===== src/rtl/mem_access_ctrl_pkg.sv =====
// Shared constants and state encoding for the data-memory access controller.
// Keeps the Memory geometry and the fault-check width in one place.
package mem_pkg;

  localparam int MEM_ADDR_W = 10;
  localparam int MEM_DATA_W = 16;
  localparam int REQ_ADDR_W = 16;
  // Upper request-address bits that must be zero for an in-range access.
  localparam int FAULT_W    = REQ_ADDR_W - MEM_ADDR_W;

  typedef enum logic [1:0] {
    IDLE  = 2'd0,
    READ  = 2'd1,
    WRITE = 2'd2,
    RESP  = 2'd3
  } state_t;

endpackage


===== src/rtl/mem_access_ctrl_if.sv =====
// Request/response handshake between the load/store stage and the controller.
// master = load/store stage, slave = mem_access_ctrl.
interface mem_access_ctrl_if
  import mem_pkg::*;
#(
  parameter int DATA_W = MEM_DATA_W
);

  logic                  ReqValid;
  logic                  ReqReady;
  logic                  ReqWrite;
  logic [REQ_ADDR_W-1:0] ReqAddr;
  logic [DATA_W-1:0]     ReqData;
  logic                  RespValid;
  logic                  RespReady;
  logic [DATA_W-1:0]     RespData;
  logic                  RespFault;

  modport master (
    output ReqValid, ReqWrite, ReqAddr, ReqData, RespReady,
    input  ReqReady, RespValid, RespData, RespFault
  );

  modport slave (
    input  ReqValid, ReqWrite, ReqAddr, ReqData, RespReady,
    output ReqReady, RespValid, RespData, RespFault
  );

endinterface


===== src/rtl/mem_access_ctrl.sv =====
// Single-outstanding front end for the 1K x 16 Memory: range check, one-cycle write, READ_LAT read.
// Response in 1 (fault) / 2 (store) / READ_LAT+1 (load) cycles; ReqReady low until the response is taken.
module mem_access_ctrl
  import mem_pkg::*;
#(
  parameter int DATA_W   = MEM_DATA_W,
  parameter int ADDR_W   = MEM_ADDR_W,
  parameter int READ_LAT = 1
) (
  input  logic                 CLK,
  input  logic                 Reset_n,
  mem_access_ctrl_if.slave     req_if,
  output logic [ADDR_W-1:0]    Addra,
  output logic [DATA_W-1:0]    DataIn,
  output logic                 WriteEnable,
  input  logic [DATA_W-1:0]    DataOut
);

  localparam logic [1:0] LAT_INIT = 2'(READ_LAT - 1);

  state_t              state_q, state_d;
  logic [1:0]          cnt_q, cnt_d;
  logic                ready_q, ready_d;
  logic                resp_vld_q, resp_vld_d;
  logic                fault_q, fault_d;
  logic [DATA_W-1:0]   rdata_q, rdata_d;
  logic [DATA_W-1:0]   din_q, din_d;
  logic [ADDR_W-1:0]   addr_q, addr_d;

  logic accept;
  logic is_fault;

  assign accept   = req_if.ReqValid & ready_q;
  assign is_fault = |req_if.ReqAddr[REQ_ADDR_W-1:ADDR_W];

  always_comb begin
    state_d    = state_q;
    cnt_d      = cnt_q;
    ready_d    = ready_q;
    resp_vld_d = resp_vld_q;
    fault_d    = fault_q;
    rdata_d    = rdata_q;
    din_d      = din_q;
    addr_d     = addr_q;
    case (state_q)
      IDLE: begin
        ready_d = 1'b1;
        if (accept) begin
          ready_d = 1'b0;
          addr_d  = req_if.ReqAddr[ADDR_W-1:0];
          din_d   = req_if.ReqData;
          if (is_fault) begin
            state_d    = RESP;
            resp_vld_d = 1'b1;
            fault_d    = 1'b1;
            rdata_d    = '0;
          end else if (req_if.ReqWrite) begin
            state_d = WRITE;
          end else begin
            state_d = READ;
            cnt_d   = LAT_INIT;
          end
        end
      end
      WRITE: begin
        state_d    = RESP;
        resp_vld_d = 1'b1;
        fault_d    = 1'b0;
        rdata_d    = '0;
      end
      READ: begin
        // Addra has been stable for READ_LAT cycles when the counter expires.
        if (cnt_q == 2'd0) begin
          state_d    = RESP;
          resp_vld_d = 1'b1;
          fault_d    = 1'b0;
          rdata_d    = DataOut;
        end else begin
          cnt_d = cnt_q - 2'd1;
        end
      end
      RESP: begin
        if (req_if.RespReady) begin
          state_d    = IDLE;
          resp_vld_d = 1'b0;
          ready_d    = 1'b1;
        end
      end
      default: state_d = IDLE;
    endcase
  end

  always_ff @(posedge CLK or negedge Reset_n) begin
    if (!Reset_n) begin
      state_q    <= IDLE;
      cnt_q      <= 2'd0;
      ready_q    <= 1'b0;
      resp_vld_q <= 1'b0;
      fault_q    <= 1'b0;
      rdata_q    <= '0;
      din_q      <= '0;
      addr_q     <= '0;
    end else begin
      state_q    <= state_d;
      cnt_q      <= cnt_d;
      ready_q    <= ready_d;
      resp_vld_q <= resp_vld_d;
      fault_q    <= fault_d;
      rdata_q    <= rdata_d;
      din_q      <= din_d;
      addr_q     <= addr_d;
    end
  end

  assign WriteEnable      = (state_q == WRITE);
  assign Addra            = addr_q;
  assign DataIn           = din_q;
  assign req_if.ReqReady  = ready_q;
  assign req_if.RespValid = resp_vld_q;
  assign req_if.RespData  = rdata_q;
  assign req_if.RespFault = fault_q;

endmodule

===== src/flat_wrapper.sv =====
// flat-port wrapper written by rule: the top's interface ports become plain ports
module mem_access_ctrl_flat import mem_pkg::*;
#(
  parameter int DATA_W   = MEM_DATA_W,
  parameter int ADDR_W   = MEM_ADDR_W,
  parameter int READ_LAT = 1
)
  (CLK, Reset_n, Addra, DataIn, WriteEnable, DataOut, req_if_ReqValid, req_if_ReqWrite, req_if_ReqAddr, req_if_ReqData, req_if_RespReady, req_if_ReqReady, req_if_RespValid, req_if_RespData, req_if_RespFault);
  mem_access_ctrl_if #(.DATA_W(DATA_W)) req_if_i ();
  input  logic CLK;
  input  logic Reset_n;
  output logic [ADDR_W-1:0] Addra;
  output logic [DATA_W-1:0] DataIn;
  output logic WriteEnable;
  input  logic [DATA_W-1:0] DataOut;
  input wire logic [$bits(req_if_i.ReqValid)-1:0] req_if_ReqValid;
  input wire logic [$bits(req_if_i.ReqWrite)-1:0] req_if_ReqWrite;
  input wire logic [$bits(req_if_i.ReqAddr)-1:0] req_if_ReqAddr;
  input wire logic [$bits(req_if_i.ReqData)-1:0] req_if_ReqData;
  input wire logic [$bits(req_if_i.RespReady)-1:0] req_if_RespReady;
  output wire logic [$bits(req_if_i.ReqReady)-1:0] req_if_ReqReady;
  output wire logic [$bits(req_if_i.RespValid)-1:0] req_if_RespValid;
  output wire logic [$bits(req_if_i.RespData)-1:0] req_if_RespData;
  output wire logic [$bits(req_if_i.RespFault)-1:0] req_if_RespFault;
  assign req_if_i.ReqValid = req_if_ReqValid;
  assign req_if_i.ReqWrite = req_if_ReqWrite;
  assign req_if_i.ReqAddr = req_if_ReqAddr;
  assign req_if_i.ReqData = req_if_ReqData;
  assign req_if_i.RespReady = req_if_RespReady;
  assign req_if_ReqReady = req_if_i.ReqReady;
  assign req_if_RespValid = req_if_i.RespValid;
  assign req_if_RespData = req_if_i.RespData;
  assign req_if_RespFault = req_if_i.RespFault;
  mem_access_ctrl #(.DATA_W(DATA_W), .ADDR_W(ADDR_W), .READ_LAT(READ_LAT)) u_core (.CLK(CLK), .Reset_n(Reset_n), .req_if(req_if_i), .Addra(Addra), .DataIn(DataIn), .WriteEnable(WriteEnable), .DataOut(DataOut));
endmodule

===== config.mk =====
export PLATFORM = sky130hd
export DESIGN_NAME = mem_access_ctrl_flat
export DESIGN_NICKNAME = d
export VERILOG_FILES = /design/src/rtl/mem_access_ctrl_pkg.sv /design/src/rtl/mem_access_ctrl_if.sv /design/src/rtl/mem_access_ctrl.sv /design/src/flat_wrapper.sv
export SDC_FILE = /design/constraint.sdc
export NUM_CORES = 1
export LEC_CHECK = 0
export CAP_MARGIN = 0
export CORE_MARGIN = 3
export CORE_UTILIZATION = 30
export DETAILED_ROUTE_END_ITERATION = 12
export MAX_ROUTING_LAYER = met4
export PLACE_DENSITY = 0.64
export SLEW_MARGIN = 40
export SYNTH_ARGS = -nofsm -noshare
export SYNTH_HDL_FRONTEND = slang
export SYNTH_SLANG_ARGS = --single-unit
export TNS_END_PERCENT = 50

===== constraint.sdc =====
create_clock -name CLK -period 2.1 [get_ports CLK]
set_clock_uncertainty 0.15 [all_clocks]
set_input_delay 0.42 -clock CLK [delete_from_list [all_inputs] [get_ports CLK]]
set_output_delay 0.42 -clock CLK [all_outputs]
set_load 0.01 [all_outputs]

== Yosys cells after proc, flatten, opt, wreduce, memory -nomap -nowiden ==
Index checks and enable logic that the tools add are counted.
Storage, ports and cells
  logic and storage cells: 57
  output and inout bits: 46
  input bits: 53
  flip-flop bits (word level): 49
Cells by class
  add/subtract/negate cells: 1
  bitwise operators: 1
  reductions and logical operators: 12
  muxes and demuxes: 25
  equal/unequal tests: 10
Operator list (number)
  16-bit two-way mux: 3
  16-bit one-hot mux with 3 select lines: 1
  2-bit two-way mux: 9
  2-bit != test, second input constant: 4
  2-bit one-hot mux with 4 select lines: 1
  4-bit AND reduction: 2
  1-bit two-way mux: 7
  2-bit by 1-bit != test with 1-bit output, second input constant: 3
  6-bit OR reduction: 1
  5-bit AND reduction: 1
  2-bit == test, second input constant: 2
  2-bit logical NOT: 2
  1-bit one-hot mux with 4 select lines: 1
  2-bit one-hot mux with 2 select lines: 1
  2-bit AND reduction: 2
  2-bit nonzero test: 2
  1-bit one-hot mux with 3 select lines: 1
  3-bit AND reduction: 1
  3-bit nonzero test: 1
  2-bit by 1-bit == test with 1-bit output, second input constant: 1
  1-bit one-hot mux with 2 select lines: 1
  2-bit by 1-bit subtractor with 2-bit output, second input constant: 1
  1-bit AND: 1

== Depth between registers and ports, before layout ==
Gate-level depths: netlist of run 1.
  depth in word-level cells: 4
  gate-level depth with buffers: 8
  gate-level depth less buffers: 6

== Worst setup path after synthesis of run 1 ==
Ideal clock, no wire load.
  path type: register to register
  start point: register u_core.state_q[0]
  end point: register u_core.addr_q[9] (netlist: u_core.Addra[9])
  setup slack: 0.229 ns
  arrival time: 1.594 ns
  library setup time: 0.128 ns
  stages on the path, launching flop included: 7
  buffers on the path: 2
  data required time: 1.822 ns
  cells stage by stage: dfrtp_1 inv_1 ha_1 buf_6 nand3_1 buf_2 mux2_1
On the way
  word-level cells in the longest chain between the ends: 2
Ends and longest elaborated chain
  from (decl): RTL line mem_access_ctrl.sv:21  | state_t state_q, state_d;
  from (signal assigned): RTL line mem_access_ctrl.sv:104  | state_q <= state_d;
  2-bit logical NOT: RTL line mem_access_ctrl.sv:45  | case (state_q)
  2-bit AND reduction (no line)
  to (signal assigned): RTL line mem_access_ctrl.sv:111  | addr_q <= addr_d;
  to (decl): RTL line mem_access_ctrl.sv:28  | logic [ADDR_W-1:0] addr_q, addr_d;
Every way passes these cells.
A chain may end at the register's enable or synchronous reset.

== Worst setup path after layout of run 1 ==
  start point: register u_core.ready_q (netlist: u_core.req_if.ReqReady)
  end point: output req_if_ReqReady
RTL lines
  from (decl): RTL line mem_access_ctrl.sv:23  | logic ready_q, ready_d;
  from (signal assigned): RTL line mem_access_ctrl.sv:106  | ready_q <= ready_d;
  to (decl): RTL line flat_wrapper.sv:21  | output wire logic [$bits(req_if_i.ReqReady)-1:0] req_if_ReqReady;
No word-level cell between the ends.

==> impl_metrics.env, run 1 <==
export IMPL_synthDistinctLibCells=27
export IMPL_core_um2=6910
export IMPL_grt_pass1_wl_um=8050
export IMPL_firstDrtPassIters=3
export IMPL_timing_rr_start="u_core.state_q[1]"
export IMPL_hold_path_class="flip-flop to flip-flop"
export IMPL_grt_max_degree=26
export IMPL_p_per_area_nw_per_um2=1370
export IMPL_crit_path_cell_trace="clkdlybuf4s50_1"
export IMPL_max_cap_violations=0
export IMPL_layout_drive_gt1_share_pct=10.0
export IMPL_multi_input_area_um2=800
export IMPL_postRouteAntennaNets=0
export IMPL_reg2reg_slack_ns=0.22
export IMPL_cp_required_ns=1.53
export IMPL_antenna_cells=0
export IMPL_path_class="flip-flop to output pin"
export IMPL_start_util_pct=31.5
export IMPL_crit_path_start="u_core.req_if.ReqReady"
export IMPL_netlist_instances=173
export IMPL_avgSynthCellArea_um2=12.6
export IMPL_synth_top_area_cell="dfrtp_1"
export IMPL_antenna_found_initial=0
export IMPL_endpoint="req_if_ReqReady"
export IMPL_n_fill_cell=656
export IMPL_fin_crit_ns=1.90
export IMPL_cts_sinks=49
export IMPL_p_leak_nw=1.50
export IMPL_max_stage_delay_ns=0.58
export IMPL_clk_pin_slew_ns=0.09
export IMPL_worst_path_stages=1
export IMPL_yosysWarnings=0
export IMPL_drv_slew=0
export IMPL_placed_cell_area_um2=3300
export IMPL_fp_dieW_um=91.2
export IMPL_ys_top_cells_by_area="dfrtp_1 56%, mux2_1 9.8%, mux2i_1 8.7%"
export IMPL_grt_setup_unrepaired="false"
export IMPL_place_congestion=0.749
export IMPL_yosysSeqAreaShare_pct=56.4
export IMPL_outcome="finished clean"
export IMPL_power_mw=4.67
export IMPL_synth_top_cell_area_share_pct=56.4
export IMPL_synthToLayoutAreaGrowth_pct=56.6
export IMPL_wl_um=4820
export IMPL_max_slew_margin_rel_pct=61.4
export IMPL_drtIter0Drc=22
export IMPL_routed_via_count=1603
export IMPL_synth_seq_cells=49
export IMPL_vias_per_cell=4.26
export IMPL_setup_viol=0
export IMPL_final_net_count=338
export IMPL_cts_max_level=2
export IMPL_critPathBufInv=1
export IMPL_final_cell_mix="96 x clkdlybuf4s50_1, 49 x dfrtp_1, 24 x inv_1, 19 x mux2_1, 19 x mux2i_1"
export IMPL_final_common_cell="clkdlybuf4s50_1"
export IMPL_drt_wirelength_per_cell_um=12.8
export IMPL_design_area_um2=3410
export IMPL_worstPathArrival_ns=1.33
export IMPL_crit_fanout=6
export IMPL_crit_path_end_kind="output pin"
export IMPL_drc_errors=0
export IMPL_hold_viol_final=0
export IMPL_cts_root_buf="clkbuf_8"
export IMPL_portBuffers=98
export IMPL_die_area_um2=8310
export IMPL_crit_family="buffers and inverters"
export IMPL_worstSetupStartpointType="flip-flop"
export IMPL_clockBufferDepth=2
export IMPL_insertion_delay_ns=0.30
export IMPL_grtUsageTotal_pct=12.3
export IMPL_cts_tree="yes"
export IMPL_grt_pass1_vias=1729
export IMPL_max_freq_ghz=0.526
export IMPL_tns_ns=0
export IMPL_regArea_um2=1230
export IMPL_gr_total_overflow=0
export IMPL_tightest_slew_ns=0.579
export IMPL_cts_buffers=5
export IMPL_ios=99
export IMPL_ir_drop_uv=605
export IMPL_fin_crit_sh_pct=90.6
export IMPL_hpwl_um=3650
export IMPL_synth_area_um2=2180
export IMPL_reg2reg_to="u_core.DataIn[5]"
export IMPL_std_cell_rows=30
export IMPL_postCtsSetupBuffers=0
export IMPL_reg2reg_depth=5
export IMPL_dieHeight_um=91.2
export IMPL_syn_nets=232
export IMPL_hold_ws_ns=0.344
export IMPL_slowest_stage="clkdlybuf4s50_1"
## stage by stage
| stage | util, % | setup slack, ns | std cells |
|---|---|---|---|
| after detailed placement | 47.8 | 0.00104 | 367 |
| after global placement | 47.8 | 0.0131 | 367 |
| final | 49.3 | 0.198 | 376 |
| after global routing | 49.3 | 0.0765 | 376 |
| after CTS | 49.3 | 0.176 | 376 |
| after floorplan | - | 0.229 | 173 |
## where the power goes
group | switching (mW) | internal, mW | leakage, nW
combinational | 1.01 | 1.43 | 0.838
clock | 0.317 | 0.268 | 0.0512
sequential | 0.244 | 1.40 | 0.611
total | 1.57 | 3.10 | 1.50
## final cells by class
| type | instances | share of cell area, % |
|---|---|---|
| inverter | 24 | 2.64 |
| tap | 96 | 3.53 |
| clock inverter | 2 | 0.404 |
| clock buffer | 6 | 2.42 |
| sequential | 49 | 36.0 |
| timing repair buffer | 106 | 31.5 |
| multi-input combinational | 93 | 23.5 |
## worst register-to-register path, delay by kind of cell (launching register included)
family,cells,cell delay (ns)
mux,1,0.33
buf+inv,2,0.33
flops,1,0.42
fa+ha+maj,1,0.35
simple gates,1,0.20
## logic make-up after synthesis
logic type | count (synthesis) | share of synthesized area (%)
AOI/OAI and AO/OA | 12 | 3.62
buffers and inverters | 31 | 6.90
DFF | 49 | 56.4
muxes | 45 | 22.2
and+or+nand+nor | 30 | 7.48
adders and majority gates | 6 | 3.45
## registers in the layout, indices dropped and copies added, names as in the netlist
signal                   cells
u_core.req_if.RespFault      1
u_core.req_if.ReqReady       1
u_core.state_q               2
u_core.req_if.RespValid      1
u_core.cnt_q                 2
u_core.req_if.RespData      16
u_core.DataIn               16
u_core.Addra                10
## cell usage after synthesis, drive strengths merged
cell type / count
a21boi: 1
a31oi: 1
a32o: 1
and3b: 2
buf: 5
clkbuf: 2
dfrtp: 49
ha: 6
inv: 24
mux2: 26
mux2i: 19
nand2: 17
nand2b: 1
nand3: 6
nor2: 2
nor4: 1
o21ai: 6
o22ai: 2
o311ai: 1
or3: 1
## layer usage
metal	GRT usage, %	part of all wire, %
met4	1.88	0
met1	14.9	44
met2	19.9	49
met5	-	0
met3	4.81	6.3
## timing repair
| action | CTS | global route |
|---|---|---|
| gates resized for setup | 1 | 0 |
| endpoints found under the setup margin | 1 | 0 |
| endpoints found under the hold margin | 24 | 0 |
| hold buffers | 1 | 0 |
## worst min-delay path by stage
| stage | end | from | cells past startpoint |
|---|---|---|---|
| global placement | u_core.req_if.RespData[14] | Reset_n | 1 |
| detailed placement | u_core.req_if.RespData[9] | Reset_n | 1 |
| CTS | u_core.DataIn[10] | u_core.DataIn[10] | 1 |
| floorplan | u_core.Addra[0] | Reset_n | 0 |
| global route | u_core.DataIn[9] | u_core.DataIn[9] | 1 |
| finish | u_core.DataIn[10] | u_core.DataIn[10] | 1 |
No activity file was read; power rests on OpenSTA's default activity.
==> inputs of run 2 (changes only) <==
CTS_BUF_LIST = sky130_fd_sc_hd__clkbuf_4 sky130_fd_sc_hd__clkbuf_8   (was not set)
==> results of run 2 <==
Same layout as run 1: the final DEF is identical, and so are final timing and power.
==> inputs of run 3 (changes only) <==
ABC_AREA = 0   (was not set)
==> results of run 3 <==
Same layout as run 1: the final DEF is identical, and so are final timing and power.
